<file path="src/rtl/mem_arb_pkg.sv">
// Shared types and default widths for the IF/DM unified-memory arbiter.
package mem_arb_pkg;

    localparam int unsigned AW_DEF       = 32;
    localparam int unsigned DW_DEF       = 32;
    localparam int unsigned MAX_WAIT_DEF = 4;

    typedef enum logic [1:0] {
        ST_IDLE = 2'd0,
        ST_BUSY = 2'd1,
        ST_RESP = 2'd2
    } state_e;

    typedef enum logic [1:0] {
        OWN_NONE = 2'd0,
        OWN_IF   = 2'd1,
        OWN_DM   = 2'd2
    } owner_e;

    // Bits needed to count 0..max_val inclusive, never less than one.
    function automatic int unsigned cnt_width(input int unsigned max_val);
        return (max_val < 1) ? 1 : $clog2(max_val + 1);
    endfunction

endpackage

</file>
<file path="src/rtl/mem_arbiter_if.sv">
// Requester and memory-side signals of the arbiter, seen from both ends.
interface mem_arbiter_if
    import mem_arb_pkg::*;
#(
    parameter int unsigned AW = AW_DEF,
    parameter int unsigned DW = DW_DEF
);

    logic              if_req;
    logic [AW-1:0]     if_addr;
    logic [DW-1:0]     if_rdata;
    logic              if_ack;

    logic              dm_req;
    logic              dm_we;
    logic [DW/8-1:0]   dm_be;
    logic [AW-1:0]     dm_addr;
    logic [DW-1:0]     dm_wdata;
    logic [DW-1:0]     dm_rdata;
    logic              dm_ack;

    logic              mem_req;
    logic              mem_we;
    logic [DW/8-1:0]   mem_be;
    logic [AW-1:0]     mem_addr;
    logic [DW-1:0]     mem_wdata;
    logic [DW-1:0]     mem_rdata;
    logic              mem_ready;

    // Arbiter view
    modport slave (
        input  if_req, if_addr, dm_req, dm_we, dm_be, dm_addr, dm_wdata,
        input  mem_rdata, mem_ready,
        output if_rdata, if_ack, dm_rdata, dm_ack,
        output mem_req, mem_we, mem_be, mem_addr, mem_wdata
    );

    // Environment view: requesters plus memory model
    modport master (
        output if_req, if_addr, dm_req, dm_we, dm_be, dm_addr, dm_wdata,
        output mem_rdata, mem_ready,
        input  if_rdata, if_ack, dm_rdata, dm_ack,
        input  mem_req, mem_we, mem_be, mem_addr, mem_wdata
    );

endinterface

</file>
<file path="src/rtl/mem_arbiter.sv">
// Single-port memory arbiter: data port has priority, fetch is forced after
// MAX_WAIT consecutive data grants while it waits.
module mem_arbiter
    import mem_arb_pkg::*;
#(
    parameter int unsigned AW       = AW_DEF,
    parameter int unsigned DW       = DW_DEF,
    parameter int unsigned MAX_WAIT = MAX_WAIT_DEF
) (
    input  logic          clk,
    input  logic          rst,
    mem_arbiter_if.slave  bus
);

    localparam int unsigned    BW       = DW / 8;
    localparam int unsigned    WCW      = cnt_width(MAX_WAIT);
    localparam logic [WCW-1:0] WAIT_MAX = WCW'(MAX_WAIT);

    state_e          state_q,     state_d;
    owner_e          owner_q,     owner_d;
    logic [WCW-1:0]  wait_q,      wait_d;

    logic            mem_req_q,   mem_req_d;
    logic            mem_we_q,    mem_we_d;
    logic [BW-1:0]   mem_be_q,    mem_be_d;
    logic [AW-1:0]   mem_addr_q,  mem_addr_d;
    logic [DW-1:0]   mem_wdata_q, mem_wdata_d;
    logic [DW-1:0]   if_rdata_q,  if_rdata_d;
    logic            if_ack_q,    if_ack_d;
    logic [DW-1:0]   dm_rdata_q,  dm_rdata_d;
    logic            dm_ack_q,    dm_ack_d;

    logic            if_forced;

    assign if_forced = bus.if_req && (wait_q == WAIT_MAX);

    // State, owner and starvation counter registers
    always_ff @(posedge clk or negedge rst) begin
        if (!rst) begin
            state_q <= ST_IDLE;
            owner_q <= OWN_NONE;
            wait_q  <= '0;
        end else begin
            state_q <= state_d;
            owner_q <= owner_d;
            wait_q  <= wait_d;
        end
    end

    // Next-state, grant selection and starvation counting
    always_comb begin
        state_d = state_q;
        owner_d = owner_q;
        wait_d  = wait_q;
        case (state_q)
            ST_IDLE: begin
                if (!bus.if_req) begin
                    wait_d = '0;
                end
                if (bus.dm_req && !if_forced) begin
                    owner_d = OWN_DM;
                    state_d = ST_BUSY;
                    if (bus.if_req && (wait_q != WAIT_MAX)) begin
                        wait_d = wait_q + WCW'(1);
                    end
                end else if (bus.if_req) begin
                    owner_d = OWN_IF;
                    state_d = ST_BUSY;
                    wait_d  = '0;
                end
            end
            ST_BUSY: begin
                if (bus.mem_ready) begin
                    state_d = ST_RESP;
                end
            end
            ST_RESP: begin
                state_d = ST_IDLE;
                owner_d = OWN_NONE;
            end
            default: begin
                state_d = ST_IDLE;
                owner_d = OWN_NONE;
            end
        endcase
    end

    // Next values of the registered memory-side and requester-side outputs
    always_comb begin
        mem_req_d   = mem_req_q;
        mem_we_d    = mem_we_q;
        mem_be_d    = mem_be_q;
        mem_addr_d  = mem_addr_q;
        mem_wdata_d = mem_wdata_q;
        if_rdata_d  = if_rdata_q;
        dm_rdata_d  = dm_rdata_q;
        if_ack_d    = 1'b0;
        dm_ack_d    = 1'b0;
        case (state_q)
            ST_IDLE: begin
                if (state_d == ST_BUSY) begin
                    mem_req_d = 1'b1;
                    if (owner_d == OWN_DM) begin
                        mem_we_d    = bus.dm_we;
                        mem_be_d    = bus.dm_be;
                        mem_addr_d  = bus.dm_addr;
                        mem_wdata_d = bus.dm_wdata;
                    end else begin
                        mem_we_d    = 1'b0;
                        mem_be_d    = '1;
                        mem_addr_d  = bus.if_addr;
                        mem_wdata_d = '0;
                    end
                end
            end
            ST_BUSY: begin
                if (bus.mem_ready) begin
                    mem_req_d = 1'b0;
                    if (owner_q == OWN_IF) begin
                        if_ack_d   = 1'b1;
                        if_rdata_d = bus.mem_rdata;
                    end else if (owner_q == OWN_DM) begin
                        dm_ack_d = 1'b1;
                        // Writes leave the last read data in place
                        if (!mem_we_q) begin
                            dm_rdata_d = bus.mem_rdata;
                        end
                    end
                end
            end
            default: begin
            end
        endcase
    end

    // Output registers
    always_ff @(posedge clk or negedge rst) begin
        if (!rst) begin
            mem_req_q   <= 1'b0;
            mem_we_q    <= 1'b0;
            mem_be_q    <= '0;
            mem_addr_q  <= '0;
            mem_wdata_q <= '0;
            if_rdata_q  <= '0;
            if_ack_q    <= 1'b0;
            dm_rdata_q  <= '0;
            dm_ack_q    <= 1'b0;
        end else begin
            mem_req_q   <= mem_req_d;
            mem_we_q    <= mem_we_d;
            mem_be_q    <= mem_be_d;
            mem_addr_q  <= mem_addr_d;
            mem_wdata_q <= mem_wdata_d;
            if_rdata_q  <= if_rdata_d;
            if_ack_q    <= if_ack_d;
            dm_rdata_q  <= dm_rdata_d;
            dm_ack_q    <= dm_ack_d;
        end
    end

    assign bus.mem_req   = mem_req_q;
    assign bus.mem_we    = mem_we_q;
    assign bus.mem_be    = mem_be_q;
    assign bus.mem_addr  = mem_addr_q;
    assign bus.mem_wdata = mem_wdata_q;
    assign bus.if_rdata  = if_rdata_q;
    assign bus.if_ack    = if_ack_q;
    assign bus.dm_rdata  = dm_rdata_q;
    assign bus.dm_ack    = dm_ack_q;

endmodule

</file>
<file path="src/flat_wrapper.sv">
// flat-port wrapper written by rule: the top's interface ports become plain ports
module mem_arbiter_flat import mem_arb_pkg::*;
#(
    parameter int unsigned AW       = AW_DEF,
    parameter int unsigned DW       = DW_DEF,
    parameter int unsigned MAX_WAIT = MAX_WAIT_DEF
)
  (clk, rst, bus_if_req, bus_if_addr, bus_dm_req, bus_dm_we, bus_dm_be, bus_dm_addr, bus_dm_wdata, bus_mem_rdata, bus_mem_ready, bus_if_rdata, bus_if_ack, bus_dm_rdata, bus_dm_ack, bus_mem_req, bus_mem_we, bus_mem_be, bus_mem_addr, bus_mem_wdata);
  mem_arbiter_if #(.AW(AW), .DW(DW)) bus_i ();
  input  logic clk;
  input  logic rst;
  input wire logic [$bits(bus_i.if_req)-1:0] bus_if_req;
  input wire logic [$bits(bus_i.if_addr)-1:0] bus_if_addr;
  input wire logic [$bits(bus_i.dm_req)-1:0] bus_dm_req;
  input wire logic [$bits(bus_i.dm_we)-1:0] bus_dm_we;
  input wire logic [$bits(bus_i.dm_be)-1:0] bus_dm_be;
  input wire logic [$bits(bus_i.dm_addr)-1:0] bus_dm_addr;
  input wire logic [$bits(bus_i.dm_wdata)-1:0] bus_dm_wdata;
  input wire logic [$bits(bus_i.mem_rdata)-1:0] bus_mem_rdata;
  input wire logic [$bits(bus_i.mem_ready)-1:0] bus_mem_ready;
  output wire logic [$bits(bus_i.if_rdata)-1:0] bus_if_rdata;
  output wire logic [$bits(bus_i.if_ack)-1:0] bus_if_ack;
  output wire logic [$bits(bus_i.dm_rdata)-1:0] bus_dm_rdata;
  output wire logic [$bits(bus_i.dm_ack)-1:0] bus_dm_ack;
  output wire logic [$bits(bus_i.mem_req)-1:0] bus_mem_req;
  output wire logic [$bits(bus_i.mem_we)-1:0] bus_mem_we;
  output wire logic [$bits(bus_i.mem_be)-1:0] bus_mem_be;
  output wire logic [$bits(bus_i.mem_addr)-1:0] bus_mem_addr;
  output wire logic [$bits(bus_i.mem_wdata)-1:0] bus_mem_wdata;
  assign bus_i.if_req = bus_if_req;
  assign bus_i.if_addr = bus_if_addr;
  assign bus_i.dm_req = bus_dm_req;
  assign bus_i.dm_we = bus_dm_we;
  assign bus_i.dm_be = bus_dm_be;
  assign bus_i.dm_addr = bus_dm_addr;
  assign bus_i.dm_wdata = bus_dm_wdata;
  assign bus_i.mem_rdata = bus_mem_rdata;
  assign bus_i.mem_ready = bus_mem_ready;
  assign bus_if_rdata = bus_i.if_rdata;
  assign bus_if_ack = bus_i.if_ack;
  assign bus_dm_rdata = bus_i.dm_rdata;
  assign bus_dm_ack = bus_i.dm_ack;
  assign bus_mem_req = bus_i.mem_req;
  assign bus_mem_we = bus_i.mem_we;
  assign bus_mem_be = bus_i.mem_be;
  assign bus_mem_addr = bus_i.mem_addr;
  assign bus_mem_wdata = bus_i.mem_wdata;
  mem_arbiter #(.AW(AW), .DW(DW), .MAX_WAIT(MAX_WAIT)) u_core (.clk(clk), .rst(rst), .bus(bus_i));
endmodule
</file>
<file path="config.mk">
export PLATFORM = sky130hd
export DESIGN_NAME = mem_arbiter_flat
export DESIGN_NICKNAME = d
export VERILOG_FILES = /design/src/rtl/mem_arb_pkg.sv /design/src/rtl/mem_arbiter_if.sv /design/src/rtl/mem_arbiter.sv /design/src/flat_wrapper.sv
export SDC_FILE = /design/constraint.sdc
export NUM_CORES = 1
export LEC_CHECK = 0
export ABC_AREA = 1
export CAP_MARGIN = 20
export CORE_MARGIN = 3
export CORE_UTILIZATION = 30
export CTS_CLUSTER_DIAMETER = 150
export DETAILED_ROUTE_END_ITERATION = 7
export GPL_TIMING_DRIVEN = 0
export MAX_ROUTING_LAYER = met4
export PLACE_DENSITY_LB_ADDON = 0.15
export SLEW_MARGIN = 10
export SYNTH_ARGS = -nofsm -noshare
export SYNTH_HDL_FRONTEND = slang
export SYNTH_SLANG_ARGS = --single-unit
</file>
<file path="constraint.sdc">
create_clock -name clk -period 2.1 [get_ports clk]
set_clock_uncertainty 0.05 [all_clocks]
set_input_delay 0.42 -clock clk [delete_from_list [all_inputs] [get_ports clk]]
set_output_delay 0.42 -clock clk [all_outputs]
set_load 0.02 [all_outputs]
</file>
== Word level (Yosys, flattened, before mapping) ==
Cells that the tools add are included.
Widths: inputs -> output; s select.

* Word-level logic and storage cells: 59
* Bits of input ports: 138
* Register bits: 143

* Eq/ne operators: 9
* $add $sub $neg: 1
* Reduce and logical (&&, ||, !) cells: 10
* Bitwise gates (word level): 2
* Mux-type cells: 25

{| class="wikitable"
|+ Operator list
! operator !! count
|-
| $mux 32 || 2
|-
| $mux 3 || 4
|-
| $mux 1 || 10
|-
| $mux 2 || 5
|-
| $pmux 2 s2 || 2
|-
| $eq 2x1->1 const B || 3
|-
| $reduce_and 3->1 || 2
|-
| $reduce_and 5->1 || 1
|-
| $eq 2x2->1 const B || 2
|-
| $mux 4 || 1
|-
| $add 3x1->3 const B || 1
|-
| $eq 3x3->1 const B || 1
|-
| $logic_and 1x1->1 || 3
|-
| $ne 3x3->1 const B || 1
|-
| $logic_not 2->1 || 1
|-
| $ne 2x1->1 const B || 1
|-
| $ne 2x2->1 const B || 1
|-
| $not 1->1 || 2
|-
| $pmux 1 s2 || 1
|-
| $reduce_and 2->1 || 1
|-
| $reduce_bool 2->1 || 1
|-
| $logic_not 1->1 || 1
|}

== Longest topological paths before layout ==
* Depth after elaboration: 9
* Gate-level depth with buffers: 10

== Least setup slack after synthesis ==
No wires, ideal clock.

* Path kind: register -> register
* Start point: register u_core.wait_q[0]
* End point: register u_core.mem_be_q[0], in the netlist u_core.bus.mem_be[0]
* Stages on the path, launching flop included: 11
* Period minus slack after synthesis: 1570 ps
* Setup time: 116 ps
* Path buffers: 2
* Slack: 530 ps
* Arrival time: 1404 ps
* Path through: dfrtp_1 -> inv_1 -> ha_1 -> nand3_1 -> nand2_1 -> nand2_2 -> nand3_2 -> buf_4 -> buf_6 -> o22ai_2 -> inv_2

* Word-level cells in the longest chain between the ends: 8
* Elaborated cells on any way between the ends: 12
* Those cells by class: eq/ne: 3; mux: 5; reduce/logical: 4

{| class="wikitable"
|+ Ends and longest elaborated chain
! item !! RTL line !! source
|-
| start, declared || mem_arbiter.sv:21 || <nowiki>logic [WCW-1:0] wait_q, wait_d;</nowiki>
|-
| start signal, assigned || mem_arbiter.sv:46 || <nowiki>wait_q <= wait_d;</nowiki>
|-
| $eq 3x3->1 * || mem_arbiter.sv:35 || <nowiki>assign if_forced = bus.if_req && (wait_q == WAIT_MAX);</nowiki>
|-
| $logic_and 1x1->1 * || mem_arbiter.sv:35 ||
|-
| $logic_not 1->1 * || mem_arbiter.sv:60 || <nowiki>if (bus.dm_req && !if_forced) begin</nowiki>
|-
| $logic_and 1x1->1 * || mem_arbiter.sv:60 ||
|-
| $mux 2 || mem_arbiter.sv:60 ||
|-
| $pmux 2 s2 || mem_arbiter.sv:55 || <nowiki>case (state_q)</nowiki>
|-
| $eq 2x2->1 / $eq 2x1->1 (equally long branches) || mem_arbiter.sv:103, mem_arbiter.sv:101 ||
|-
| $mux 4 / $reduce_and 2->1 (equally long branches) || - ||
|-
| end signal, assigned || mem_arbiter.sv:151 || <nowiki>mem_be_q <= mem_be_d;</nowiki>
|-
| end, declared || mem_arbiter.sv:25 || <nowiki>logic [BW-1:0] mem_be_q, mem_be_d;</nowiki>
|}

Every way passes the cells marked *; elsewhere a longest branch is shown, timed or not.
A chain may end at the register's enable or synchronous reset.

== Worst setup path in the final report ==
* Start point: input port bus_dm_req
* End point: register u_core.mem_addr_q[24], in the netlist u_core.bus.mem_addr[24]

* Word-level cells in the longest chain between the ends: 5
* Elaborated cells on any way between the ends: 9
* Those cells by class: eq/ne: 2; mux: 5; reduce/logical: 2

{| class="wikitable"
|+ Ends and longest elaborated chain
! item !! RTL line !! source
|-
| start, declared || flat_wrapper.sv:14 || <nowiki>input wire logic [$bits(bus_i.dm_req)-1:0] bus_dm_req;</nowiki>
|-
| $logic_and 1x1->1 * || mem_arbiter.sv:60 ||
|-
| $mux 2 || mem_arbiter.sv:60 ||
|-
| $pmux 2 s2 || mem_arbiter.sv:55 ||
|-
| $eq 2x2->1 / $eq 2x1->1 (equally long branches) || mem_arbiter.sv:103, mem_arbiter.sv:101 ||
|-
| $mux 32 / $reduce_and 2->1 (equally long branches) || - ||
|-
| end signal, assigned || mem_arbiter.sv:152 || <nowiki>mem_addr_q <= mem_addr_d;</nowiki>
|-
| end, declared || mem_arbiter.sv:26 || <nowiki>logic [AW-1:0] mem_addr_q, mem_addr_d;</nowiki>
|}

Marked as above.

==> results by stage <==
Outcome:
- The run finished with clean final reports.

Floorplan:
- In this run the count of I/O pins placed on the die edge is 274.
- The initial core utilization is 30.66%.
- The die is 150.3 µm tall.
- The floorplan has 52 rows.
- The overall die width is 150.3 µm.
- The die covers 22580 µm².
- The floorplan step defined a core boundary enclosing 20360 µm².

Synth:
- The distinct cell type count after synthesis is 29.
- The commonest cells after synthesis are nand2_1 (224), dfrtp_1 (143), inv_1 (82), nand3_1 (54), nand4_1 (33).
- The largest total area in the synthesized netlist belongs to dfrtp_1.
- The number of nets in the synthesized netlist is 843.
- In the post-synthesis netlist, the biggest area contributors are dfrtp_1 (57%), nand2_1 (13%), inv_1 (4.9%).
- The fraction of synthesized cell area taken by the top area cell type is 57.31%.
- In this run, synthesis produced a sequential element count of 143.
- The cell area that synthesis handed to floorplanning was 6243 µm².
- Counting flops with a built-in enable in the synthesized netlist gives 0.
- A synthesized cell averages 8.881 µm².
- Among all flip-flop cells after synthesis, the most frequent one is dfrtp_1.
- By instance count, the leading cell after synthesis is nand2_1.
- For this run, the register share of the synthesized area comes to 57.31%.
- Yosys printed 0 warnings.
- The share of flip-flops with an asynchronous set or reset is 100.0%.
- The number of instances in the synthesized netlist is 703.

Routing:
- After detailed routing, the met3 layer carries 1.850 mm of wire.
- Dividing the detail-routed via count by the number of cells gives 4.417.
- The total via count in the routed design is 5654.
- The number of search-and-repair iterations in the first detailed-routing pass is 4.
- The total length of routed wires is 19.66 mm.
- The detailed route wirelength on metal2 is 8.807 mm.
- Routed signal wires occupy layers up through met4.
- The number of DRC violations after detailed routing is 0.
- The detail route stage leaves a number of antenna-violating nets equal to 0.
- After detailed routing, the wire length on met1 is 8.731 mm.
- In this run, the number of DRC markers left after iteration 0 of detailed routing was 186.
- In the final routed layout, each cell accounts on average for 15.36 µm.

STA:
- The hold violation total from the final report came to 0.
- The number of max-slew violations in the final report came to 0.
- After routing, the total negative slack on setup checks comes to 0 ps.
- The minimum period implied by the final worst setup slack is 1938 ps.
- Setup violations remaining at the end of the flow were counted as 0.
- For the pin with the worst max-slew slack, the measured transition is 582.9 ps.
- The worst-case setup margin in the final layout is 161.8 ps.
- Setup repair after global routing left no endpoint under its margin.
- Dividing the final minimum period by the clock period gives 92.30%.
- The fmax is 515.9 MHz.
- In this run the tightest slew margin relative to its limit is 61.14%.

Worst setup path:
- The largest single stage delay on the critical path is 560 ps.
- The startpoint identified for the worst register-to-register timing path is u_core.wait_q[0]$_DFFE_PN0P_.
- The data arrival time of the worst path is 2180 ps.
- The critical path launch point type is an input port.
- In this run the worst path has a maximum fanout of 10.
- Traced cell by cell, the critical path runs through clkdlybuf4s50_1 -> nor2_1 -> nor2_2 -> inv_2 -> buf_2 -> buf_2 -> nand2_1 -> nand2_1.
- STA puts the critical path data required time at 2340 ps.
- The critical path buffer and inverter count is 4.
- The endpoint identified for the worst register-to-register timing path is u_core.bus.mem_wdata[11]$_DFFE_PN0P_.
- The worst-case reg-to-reg path depth is 8.
- The worst setup path is captured at a flop.
- The start-to-end type of the worst setup path is in2reg.
- The slowest stage of the critical path belongs to the cell clkdlybuf4s50_1.
- In this run the register-to-register setup slack is 210 ps.
- Grouping stages by cell kind, the critical path spends the most delay in buffers and inverters.

GRT:
- Entering global routing, the biggest net connects 83 pins.
- The number of global-route vias before repair is 5663.
- For this run, the total global-route usage over all layers was measured as 17.84%.
- The first global-routing pass estimated 30.43 mm of wire.
- The number of antenna violations at the first check in global routing was 0.
- The global-route congestion overflow total is 0.

Worst hold path:
- The startpoint of the most critical hold path is u_core.bus.dm_rdata[27]$_DFFE_PN0P_.
- The tightest min-delay check is of the reg2reg type.
- The number of cells on the worst hold path is 2.
- For hold timing, the worst endpoint is u_core.bus.dm_rdata[27]$_DFFE_PN0P_.

Job:
- The count of maximum capacitance violations is 0.

Cells and area:
- The layout overhead on the synthesized area is 59.62%.
- The core utilization of the finished layout is 48.94%.
- The post-route netlist has 10.50% of its cells at a drive strength greater than 1.
- Once layout is complete, the cells apart from fillers number 1280.
- The number of antenna diodes in the final layout is 0.
- The net count of the finished layout is 1137.

Place:
- The routability congestion estimate is 0.8149.
- Detailed placement ended at an HPWL of 14.66 mm.
- Once placement completed, the tool counted placed cells totaling 1247.
- Input and output buffers added on the ports amount to 273.
- The post-placement worst setup slack is -339.1 ps.

Pwr:
- The leakage power figure is 4.710 nW.
- The worst-case IR drop observed on VDD is 520.1 µV.
- Total power for the finished layout comes to 14.82 mW.
- The power per standard cell area is 1487 nW/µm².

Clock tree:
- The clock insertion delay at the later pin of the skew report is 410 ps.
- The level count of the clock H-tree is 4.
- The clock tree from TritonCTS is built.
- The number of setup buffers added after CTS is 0.
- The register clock-pin slew on the reported worst setup and hold paths is 60 ps.
- The buffer levels on the longest clock path is 2.
- CTS saw 143 sinks.
- Counting the buffers created by CTS gives 17.
- The root buffer cell is clkbuf_16.
-- kinds of logic (layout without fill, tap and decap cells) --
kind of cell | after synthesis | after routing | synth area share [%]
AND/OR/NAND/NOR | 341 | 341 | 23.95
XOR/XNOR | 1 | 1 | 0.1403
multiplexers | 20 | 20 | 3.607
AO/OA/AOI/OAI | 66 | 66 | 5.952
buffers and inverters | 130 | 437 | 8.637
adder cells (fa/ha/maj) | 2 | 2 | 0.4007
flip-flops | 143 | 143 | 57.31
-- tightest hold or removal path: cells and delay by family (launching register included) --
family | cells | cell delay [ps]
and+or+nand+nor | 2 | 100
DFF | 1 | 340
-- through the flow --
step | hold WS, ps | area (µm²)
after floorplan | 74.41 | 6243
after CTS | 424.0 | 9960
final | 418.0 | 9966
after global routing | 437.4 | 9966
after detailed placement | 348.7 | 9346
after global placement | 404.6 | 9314
-- per-layer routing --
metal  vias to the layer above  GRT usage, %
met2                       195         26.67
met4                         0         4.941
met1                      2627         22.77
met3                        18         6.773
met5                         -             -
li1                       2814             -
-- cell type report --
cell class	instances	area [µm²]
Tap cell	270	337.8
Inverter	88	330.3
Fill cell	1967	10400
Buffer	42	209.0
Clock inverter	13	150.1
Timing Repair Buffer	275	2775
Clock buffer	19	452.9
Multi-Input combinational cell	430	2132
Sequential cell	143	3578
-- report_power, final --
part / leakage [nW] / internal (mW) / switching (mW)
Combinational: 2.62 / 3.14 / 4.07
Clock: 0.297 / 1.84 / 1.25
Sequential: 1.79 / 3.91 / 0.613
-- worst max-delay path by stage --
stage,from,to,slack [ps],cells past startpoint
floorplan,u_core.wait_q[0]$_DFFE_PN0P_,u_core.bus.mem_be[0]$_DFFE_PN0P_,530,10
global route,u_core.wait_q[0]$_DFFE_PN0P_,u_core.bus.mem_wdata[11]$_DFFE_PN0P_,3,8
detailed placement,bus_dm_req,u_core.bus.mem_we$_DFFE_PN0P_,-340,5
global placement,rst,u_core.bus.mem_wdata[10]$_DFFE_PN0P_,-5710,1
finish,bus_dm_req,u_core.bus.mem_addr[24]$_DFFE_PN0P_,160,8
CTS,bus_dm_req,u_core.bus.mem_we$_DFFE_PN0P_,100,5
-- flip-flops by register name, summed over array words and instances, names as in the netlist --
| signal | flops |
|---|---|
| u_core.bus.mem_be | 4 |
| u_core.state_q | 2 |
| u_core.bus.dm_ack | 1 |
| u_core.bus.mem_wdata | 32 |
| u_core.bus.mem_addr | 32 |
| u_core.bus.if_ack | 1 |
| u_core.wait_q | 3 |
| u_core.bus.if_rdata | 32 |
| u_core.bus.mem_we | 1 |
| u_core.owner_q | 2 |
| u_core.bus.dm_rdata | 32 |
| u_core.bus.mem_req | 1 |
-- cells in the final DEF, fill, tap and decap left out, types with 5 or more instances in the layout --
| cell | synthesis | routed |
|---|---|---|
| mux2_2 | 17 | 17 |
| dfrtp_1 | 143 | 143 |
| nor2_1 | 15 | 15 |
| o21ai_1 | 17 | 17 |
| nand4_1 | 33 | 33 |
| clkbuf_16 | 0 | 17 |
| nand2_1 | 224 | 224 |
| nand3_1 | 54 | 54 |
| o22ai_2 | 4 | 5 |
| o21ai_0 | 27 | 27 |
| inv_6 | 0 | 5 |
| a21oi_1 | 13 | 13 |
| inv_1 | 82 | 82 |
| buf_2 | 23 | 23 |
| clkbuf_1 | 14 | 14 |
| clkdlybuf4s50_1 | 0 | 272 |
| inv_2 | 6 | 6 |
-- repair_timing --
action / 4_1_cts / 5_1_grt
resized for setup: 0 / 1
setup endpoints to repair: 0 / 1
hold endpoints to repair: 61 / 0
hold buffers: 1 / 0
No activity file was read; power rests on OpenSTA's default activity.
